File: src/rtl/imm_ctrl_if.sv
// Handshake and result bundle between the instruction register side and the
// immediate-decode controller. The slave modport is the controller's view.
interface imm_ctrl_if;
   logic [31:0] instr;
   logic        instr_valid;
   logic        instr_ready;
   logic        imm_done;
   logic        flush;
   logic [19:0] imm;
   logic [1:0]  sz_ex_mode;
   logic        sz_ex_sel;
   logic        has_imm;
   logic        illegal;
   logic        imm_valid;

   modport slave (
      input  instr,
      input  instr_valid,
      input  imm_done,
      input  flush,
      output instr_ready,
      output imm,
      output sz_ex_mode,
      output sz_ex_sel,
      output has_imm,
      output illegal,
      output imm_valid
   );

   modport master (
      output instr,
      output instr_valid,
      output imm_done,
      output flush,
      input  instr_ready,
      input  imm,
      input  sz_ex_mode,
      input  sz_ex_sel,
      input  has_imm,
      input  illegal,
      input  imm_valid
   );
endinterface

File: src/rtl/imm_ctrl.sv
// Immediate-decode controller: latches an instruction, packs its immediate for
// the sign/zero extender and holds the result until the main FSM releases it.
//
//   state    | meaning
//   ---------+------------------------------------------------------------
//   S_IDLE   | ready for a new instruction; outputs keep last decode
//   S_DECODE | instr_q latched; decode results registered this cycle
//   S_HOLD   | outputs frozen and imm_valid high until imm_done
module imm_ctrl (
   input  logic     clk,
   input  logic     rst_n,
   imm_ctrl_if.slave bus
);

   typedef enum logic [1:0] {
      S_IDLE   = 2'd0,
      S_DECODE = 2'd1,
      S_HOLD   = 2'd2
   } state_t;

   localparam logic [6:0] OP_LOAD   = 7'b0000011;
   localparam logic [6:0] OP_OPIMM  = 7'b0010011;
   localparam logic [6:0] OP_JALR   = 7'b1100111;
   localparam logic [6:0] OP_STORE  = 7'b0100011;
   localparam logic [6:0] OP_BRANCH = 7'b1100011;
   localparam logic [6:0] OP_LUI    = 7'b0110111;
   localparam logic [6:0] OP_AUIPC  = 7'b0010111;
   localparam logic [6:0] OP_JAL    = 7'b1101111;
   localparam logic [6:0] OP_SYSTEM = 7'b1110011;
   localparam logic [6:0] OP_OP     = 7'b0110011;
   localparam logic [6:0] OP_FENCE  = 7'b0001111;

   localparam logic [1:0] MODE_STD    = 2'b00;
   localparam logic [1:0] MODE_BRANCH = 2'b01;
   localparam logic [1:0] MODE_UTYPE  = 2'b10;
   localparam logic [1:0] MODE_JAL    = 2'b11;

   state_t      state_q;
   logic [31:0] instr_q;
   logic [19:0] imm_q,        imm_d;
   logic [1:0]  sz_ex_mode_q, sz_ex_mode_d;
   logic        sz_ex_sel_q,  sz_ex_sel_d;
   logic        has_imm_q,    has_imm_d;
   logic        illegal_q,    illegal_d;
   logic        imm_valid_q;

   // funct3[1:0] never influences immediate packing
   logic unused_funct3;
   assign unused_funct3 = ^instr_q[13:12];

   always_comb begin
      imm_d        = '0;
      sz_ex_mode_d = MODE_STD;
      sz_ex_sel_d  = 1'b0;
      has_imm_d    = 1'b0;
      illegal_d    = 1'b0;
      case (instr_q[6:0])
         OP_LOAD, OP_OPIMM, OP_JALR: begin
            imm_d       = {8'b0, instr_q[31:20]};
            sz_ex_sel_d = 1'b1;
            has_imm_d   = 1'b1;
         end
         OP_STORE: begin
            imm_d       = {8'b0, instr_q[31:25], instr_q[11:7]};
            sz_ex_sel_d = 1'b1;
            has_imm_d   = 1'b1;
         end
         OP_BRANCH: begin
            imm_d        = {8'b0, instr_q[31], instr_q[7], instr_q[30:25], instr_q[11:8]};
            sz_ex_mode_d = MODE_BRANCH;
            sz_ex_sel_d  = 1'b1;
            has_imm_d    = 1'b1;
         end
         OP_LUI, OP_AUIPC: begin
            imm_d        = instr_q[31:12];
            sz_ex_mode_d = MODE_UTYPE;
            has_imm_d    = 1'b1;
         end
         OP_JAL: begin
            imm_d        = {instr_q[31], instr_q[19:12], instr_q[20], instr_q[30:21]};
            sz_ex_mode_d = MODE_JAL;
            sz_ex_sel_d  = 1'b1;
            has_imm_d    = 1'b1;
         end
         OP_SYSTEM: begin
            // CSR*I forms carry a 5-bit zero-extended uimm in the rs1 field
            if (instr_q[14]) begin
               imm_d     = {15'b0, instr_q[19:15]};
               has_imm_d = 1'b1;
            end
         end
         OP_OP, OP_FENCE: begin
            has_imm_d = 1'b0;
         end
         default: begin
            illegal_d = 1'b1;
         end
      endcase
   end

   always_ff @(posedge clk or negedge rst_n) begin
      if (!rst_n) begin
         state_q      <= S_IDLE;
         instr_q      <= '0;
         imm_q        <= '0;
         sz_ex_mode_q <= MODE_STD;
         sz_ex_sel_q  <= 1'b0;
         has_imm_q    <= 1'b0;
         illegal_q    <= 1'b0;
         imm_valid_q  <= 1'b0;
      end else if (bus.flush) begin
         state_q     <= S_IDLE;
         imm_valid_q <= 1'b0;
      end else begin
         case (state_q)
            S_IDLE: begin
               if (bus.instr_valid) begin
                  instr_q <= bus.instr;
                  state_q <= S_DECODE;
               end
            end
            S_DECODE: begin
               imm_q        <= imm_d;
               sz_ex_mode_q <= sz_ex_mode_d;
               sz_ex_sel_q  <= sz_ex_sel_d;
               has_imm_q    <= has_imm_d;
               illegal_q    <= illegal_d;
               imm_valid_q  <= 1'b1;
               state_q      <= S_HOLD;
            end
            S_HOLD: begin
               if (bus.imm_done) begin
                  imm_valid_q <= 1'b0;
                  state_q     <= S_IDLE;
               end
            end
            default: begin
               imm_valid_q <= 1'b0;
               state_q     <= S_IDLE;
            end
         endcase
      end
   end

   assign bus.instr_ready = (state_q == S_IDLE);
   assign bus.imm         = imm_q;
   assign bus.sz_ex_mode  = sz_ex_mode_q;
   assign bus.sz_ex_sel   = sz_ex_sel_q;
   assign bus.has_imm     = has_imm_q;
   assign bus.illegal     = illegal_q;
   assign bus.imm_valid   = imm_valid_q;

endmodule

File: src/flat_wrapper.sv
// flat-port wrapper written by rule: the top's interface ports become plain ports
module imm_ctrl_flat 
  (clk, rst_n, bus_instr, bus_instr_valid, bus_imm_done, bus_flush, bus_instr_ready, bus_imm, bus_sz_ex_mode, bus_sz_ex_sel, bus_has_imm, bus_illegal, bus_imm_valid);
  imm_ctrl_if bus_i ();
  input  logic clk;
  input  logic rst_n;
  input wire logic [$bits(bus_i.instr)-1:0] bus_instr;
  input wire logic [$bits(bus_i.instr_valid)-1:0] bus_instr_valid;
  input wire logic [$bits(bus_i.imm_done)-1:0] bus_imm_done;
  input wire logic [$bits(bus_i.flush)-1:0] bus_flush;
  output wire logic [$bits(bus_i.instr_ready)-1:0] bus_instr_ready;
  output wire logic [$bits(bus_i.imm)-1:0] bus_imm;
  output wire logic [$bits(bus_i.sz_ex_mode)-1:0] bus_sz_ex_mode;
  output wire logic [$bits(bus_i.sz_ex_sel)-1:0] bus_sz_ex_sel;
  output wire logic [$bits(bus_i.has_imm)-1:0] bus_has_imm;
  output wire logic [$bits(bus_i.illegal)-1:0] bus_illegal;
  output wire logic [$bits(bus_i.imm_valid)-1:0] bus_imm_valid;
  assign bus_i.instr = bus_instr;
  assign bus_i.instr_valid = bus_instr_valid;
  assign bus_i.imm_done = bus_imm_done;
  assign bus_i.flush = bus_flush;
  assign bus_instr_ready = bus_i.instr_ready;
  assign bus_imm = bus_i.imm;
  assign bus_sz_ex_mode = bus_i.sz_ex_mode;
  assign bus_sz_ex_sel = bus_i.sz_ex_sel;
  assign bus_has_imm = bus_i.has_imm;
  assign bus_illegal = bus_i.illegal;
  assign bus_imm_valid = bus_i.imm_valid;
  imm_ctrl u_core (.clk(clk), .rst_n(rst_n), .bus(bus_i));
endmodule
File: config.mk
export PLATFORM = sky130hd
export DESIGN_NAME = imm_ctrl_flat
export DESIGN_NICKNAME = d
export VERILOG_FILES = /design/src/rtl/imm_ctrl_if.sv /design/src/rtl/imm_ctrl.sv /design/src/flat_wrapper.sv
export SDC_FILE = /design/constraint.sdc
export NUM_CORES = 1
export LEC_CHECK = 0
export ABC_AREA = 1
export BUFFER_PORTS_ARGS = -buffer_cell sky130_fd_sc_hd__buf_2
export CORE_UTILIZATION = 55
export CTS_BUF_LIST = sky130_fd_sc_hd__clkbuf_4 sky130_fd_sc_hd__clkbuf_8
export CTS_CLUSTER_SIZE = 16
export DETAILED_ROUTE_END_ITERATION = 6
export GPL_ROUTABILITY_DRIVEN = 0
export PLACE_DENSITY = 0.79
export RECOVER_POWER = 50
export SETUP_SLACK_MARGIN = 0.5
export SKIP_LAST_GASP = 1
export SLEW_MARGIN = 40
export SYNTH_ARGS = -nofsm -noshare
export SYNTH_HDL_FRONTEND = slang
export SYNTH_SLANG_ARGS = --single-unit
export TNS_END_PERCENT = 5
File: constraint.sdc
create_clock -name clk -period 1.6 [get_ports clk]
set_clock_uncertainty 0.1 [all_clocks]
set_input_delay 0.16 -clock clk [delete_from_list [all_inputs] [get_ports clk]]
set_output_delay 0.16 -clock clk [all_outputs]
set_load 0.01 [all_outputs]
### Yosys cells after proc, flatten, opt, wreduce, memory -nomap -nowiden

Index checks and enable logic that the tools add are counted.

* bitwise operators: 1
* reduce and logical (&&, ||, !) cells: 10
* equal/unequal tests: 16
* muxes and demuxes: 14

Operators by type and width (count)
* $pmux 20 s6: 1
* $eq 7x7->1 const B: 4
* $eq 7x6->1 const B: 3
* $eq 7x5->1 const B: 2
* $pmux 2 s3: 2
* $reduce_or 11->1: 1
* $reduce_or 8->1: 1
* $eq 7x2->1 const B: 1
* $eq 7x4->1 const B: 1
* $mux 2: 3
* $ne 3x3->1 const B: 2
* $reduce_and 2->1: 3
* $reduce_or 6->1: 1
* $mux 1: 5
* $mux 5: 1
* $pmux 1 s3: 1
* $reduce_and 3->1: 1
* $reduce_or 3->1: 1
* $eq 2x1->1 const B: 1
* $eq 2x2->1 const B: 1
* $logic_not 2->1: 1
* $ne 2x2->1 const B: 1
* $pmux 1 s2: 1
* $reduce_or 2->1: 1
* $not 1->1: 1

* flip-flop bits (word level): 60
* word-level logic and storage cells: 49
* bits of input ports: 37
* output and inout port bits: 27

### Logic depth before layout (Yosys ltp)

* word-level depth: 3
* depth in mapped cells: 10
* depth with buffers taken out: 10

### Worst setup path after synthesis

OpenSTA, ideal clock, no wires.

* path kind: register -> register
* from: register u_core.state_q[1]
* to: register u_core.instr_q[4]
* buffers on the path: 2
* clock period less this slack: 1418 ps
* setup slack: 182 ps
* required time: 1373 ps
* library setup time: 127 ps
* cell stages (with the launch flop): 7
* arrival: 1191 ps
* path through: dfrtp_1 nor2_2 nand3_2 inv_2 buf_4 buf_6 o21ai_0

* word-level cells in the longest chain between the ends: 2

RTL lines
* start: declaration: RTL line imm_ctrl.sv:38 `state_t state_q;`
* start signal: assignment: RTL line imm_ctrl.sv:103 `state_q <= S_IDLE;`
* start signal: assignment: RTL line imm_ctrl.sv:112 `state_q <= S_IDLE;`
* start signal: assignment: RTL line imm_ctrl.sv:119 `state_q <= S_DECODE;`
* $logic_not 2->1
* via bus_instr_ready: RTL line flat_wrapper.sv:11 `output wire logic [$bits(bus_i.instr_ready)-1:0] bus_instr_ready;`
* $reduce_and 3->1 (no line)
* end signal: assignment: RTL line imm_ctrl.sv:118 `instr_q <= bus.instr;`
* end: declaration: RTL line imm_ctrl.sv:39 `logic [31:0] instr_q;`

The timed path passes the listed nets, and every way through them passes these cells.
A chain may end at the register's enable or synchronous reset.

### Final worst setup path

* from: register u_core.instr_q[4]
* to: register u_core.imm_q[2], in the netlist u_core.bus.imm[2]

* word-level cells in the longest chain between the ends: 3
* elaborated cells on any way between the ends: 12
* those cells by class: eq/ne (9); mux (1); reduce/logical (2)

RTL lines
* $eq 7x2->1 (tied with other cells): RTL line imm_ctrl.sv:57 `case (instr_q[6:0])`
* $reduce_or 3->1 or $reduce_or 2->1 (tied branches)
* $pmux 20 s6 (*): RTL line imm_ctrl.sv:57
* end signal: assignment: RTL line imm_ctrl.sv:123 `imm_q <= imm_d;`
* end: declaration: RTL line imm_ctrl.sv:40 `logic [19:0] imm_q, imm_d;`

Mark *: on every way between the ends. The rest lies on a longest branch, timed or not.

==> results_dict.tcl <==
set metrics [dict create \
    status "finished, final reports clean" \
    via_per_inst 5.35 \
    synthCells 414 \
    htreeDepth 3 \
    cpLargestDelayFamily "simple AND/OR/NAND/NOR gates" \
    setup_viol 0 \
    critical-path-max-stage-delay_ns 0.41 \
    grt_max_degree 61 \
    dp_cells 546 \
    synth_top_area_cell "dfrtp_1" \
    worstHoldStart "bus_imm_done" \
    wire_per_inst_um 14.7 \
    nets 566 \
    critical_path.cell_chain "inv_2 -> nor2_4 -> buf_4 -> nand3_1 -> nand2_1 -> nor2_1 -> nand2_1 -> nand2_1 -> nand2_1" \
    async_flop_share_pct 100 \
    grt_pass1_wl_mm 15.1 \
    p_clk_share_pct 38.2 \
    ys.flop_type "dfrtp_1" \
    drtAntennaViolNets 0 \
    clkTransAtPathRegs_ns 0.07 \
    grt_setup_unrepaired "yes" \
    cp.required_ns 1.73 \
    combPwrFrac_pct 18.6 \
    yosysTopAreaCellShare_pct 48.3 \
    period_minus_slack_ns 1.50 \
    p_int_mw 3.21 \
    dieArea_um2 5960 \
    layoutNonFillerInstCount 606 \
    drc_errors 0 \
    r2r_start "u_core.instr_q[4]" \
    rr_endpoint "u_core.bus.imm[2]" \
    fmaxAchievable_mhz 668 \
    synthesis.area_um2 3110 \
    hold_viol 0 \
    r2r_setup_slack_ns 0.10 \
    finalSetupTns_ns 0 \
    clk_latency_ns 0.35 \
    endpoint_kind "flip-flop" \
    antenna_found_initial 0 \
    vias 3245 \
    worst-path-buf-inv 2 \
    path_common_cell "nand2_1" \
    power.density_nw_per_um2 1070 \
    hold_class "primary input to flip-flop" \
    p_switching_mw 1.31 \
    dpl-instance-area_um2 3560 \
    layout_worst_path_cycle_share_pct 93.5 \
    switching_share_pct 29.1 \
    synth.avg_cell_area_um2 7.51 \
    drive_gt1_share_pct 24.3 \
    ir_drop_mv 0.816 \
    syn-num-nets 451 \
    drtPass1Iterations 7 \
    fp.dieW_um 77.2 \
    num_antenna_cells 0 \
    cts_tree "done" \
    cts-root-buf "clkbuf_8" \
    area_delta_synth_final_pct 36.5 \
    power_mw 4.52 \
    numCtsBuffers 9 \
    min_path_cells 4 \
    first_global_vias 3292 \
    slew_headroom_pct 46.2 \
    crit_fanout 15 \
    p_leak_nw 2.31 \
    crit_arrival_ns 1.63 \
    whs_ns 0.0683 \
    sequentialPowerShare_pct 43.3 \
    grt-ovfl-total 0 \
    synth_edf_count 0 \
    grtUsageTotal_pct 33.0 \
    crit_slowest_cell "dfrtp_1" \
    worst-setup-path-type "flip-flop to flip-flop" \
    ys_seq_elements 60 \
    tightest_slew_ns 0.807 \
    whs_endpoint "u_core.bus.imm_valid" \
    port_buffers 63 \
    chipHeight_um 77.2 \
    totalWireLength_mm 8.93 \
    clock_sink_count 60 \
    start_kind "flip-flop" \
    maxCapViolCount 0 \
    seq_area_frac_synth_pct 48.3 \
    start_util_pct 56.8 \
    io_pins 64 \
    drt_iter0_markers 252 \
    netlist-cell-type-count 24 \
    dp_hpwl_mm 5.29 \
    clock_path_buffers 2 \
    drv_slew 0 \
    num_rows 27 \
    synthTopCellsByArea "dfrtp_1, nand2_1, nand3_1" \
    reg2reg_depth 9 \
    core-area_um2 5470 \
    ys.warnings.count 0 \
    fin_area_um2 4250 \
]
-- worst reg2reg max path, stage by stage, from the launching register on --
cell,delay [ns]
dfrtp_1,0.41
inv_2,0.14
nor2_4,0.05
buf_4,0.20
nand3_1,0.11
nand2_1,0.07
nor2_1,0.13
nand2_1,0.07
nand2_1,0.06
nand2_1,0.05
-- cell usage after synthesis, types with 2 or more instances --
| master | number |
|---|---|
| nand3b_1 | 2 |
| nand2_1 | 178 |
| nand3_1 | 41 |
| a21o_1 | 2 |
| inv_1 | 21 |
| inv_2 | 3 |
| nand3_2 | 7 |
| nor2_2 | 4 |
| o21ai_0 | 21 |
| buf_4 | 3 |
| nand2_2 | 5 |
| buf_6 | 5 |
| nor2_1 | 35 |
| clkbuf_1 | 3 |
| dfrtp_1 | 60 |
| buf_2 | 5 |
| nor2_4 | 4 |
| a21oi_1 | 9 |
-- metal layers --
layer  GRT usage (%)  vias up  wire length [um]
met5               0        -                 0
met4            16.6        0               291
met3            6.79       31               598
met2            54.6      157              4430
met1            40.7     1521              3610
li1                -     1536                 -
-- sequential cells by signal, indices dropped and copies added, names as in the netlist --
signal                 flops
u_core.bus.illegal         1
u_core.instr_q            32
u_core.bus.imm            20
u_core.bus.imm_valid       1
u_core.bus.sz_ex_mode      2
u_core.bus.has_imm         1
u_core.state_q             2
u_core.bus.sz_ex_sel       1
-- area by class of cell --
cell class	instances	area, um^2
sequential	60	1500
tap	72	90.1
timing repair buffer	121	846
clock inverter	4	95.1
clock buffer	12	159
multi-input combinational	313	1460
inverter	24	90.1
fill	384	1230
-- kinds of logic after synthesis --
kind of cell           share of synthesized area (%)
AOI/OAI and AO/OA                               5.75
and+or+nand+nor                                 38.9
DFF                                             48.3
buffers and inverters                           7.04
-- layout by cell type, fill, tap and decap left out, drive strengths merged --
cell	n
o21ai	21
a31oi	1
dlygate4sd3	33
nor4b	1
nand3b	2
bufinv	3
nand2	183
nand3	48
a21o	2
inv	24
clkinv	1
nor2	43
o21a	1
buf	75
dfrtp	60
a21oi	9
or2	1
clkbuf	25
nor3	1
-- repair_timing --
action	CTS	global route
setup buffers	10	1
endpoints found under the hold margin	92	0
hold buffers	33	0
resized for setup	13	1
pin swaps	6	1
setup endpoints to repair	87	87
-- worst max path at each step --
stage / from / endpoint / depth (start not counted) / slack (ns)
finish: u_core.instr_q[4] / u_core.bus.imm[2] / 9 / 0.10
global placement: u_core.instr_q[5] / u_core.bus.imm[11] / 8 / 0.12
floorplan: u_core.instr_q[5] / u_core.bus.illegal / 8 / 0.29
global route: u_core.instr_q[3] / u_core.bus.imm[0] / 10 / -0.001
CTS: u_core.instr_q[2] / u_core.bus.imm[0] / 10 / 0.16
detailed placement: u_core.instr_q[5] / u_core.bus.imm[3] / 8 / 0.06
-- through the flow --
| step | setup WS, ns | utilization [%] |
|---|---|---|
| 4_1_cts | 0.164 | 77.8 |
| 3_3_place_gp | 0.123 | 65.1 |
| 3_5_place_dp | 0.0624 | 65.1 |
| 5_1_grt | -0.00141 | 77.6 |
| 6_report | 0.104 | 77.6 |
| 2_1_floorplan | 0.285 | - |
-- power by group through the flow --
stage | combinational, mW | sequential [mW] | clock (mW)
4_1_cts | 0.819 | 1.94 | 1.74
6_report | 0.840 | 1.96 | 1.73
2_1_floorplan | 0.442 | 1.92 | 0
5_1_grt | 0.934 | 1.97 | 1.80
3_3_place_gp | 0.658 | 1.96 | 0
3_5_place_dp | 0.678 | 1.97 | 0
(Power assumes the default switching activity.)
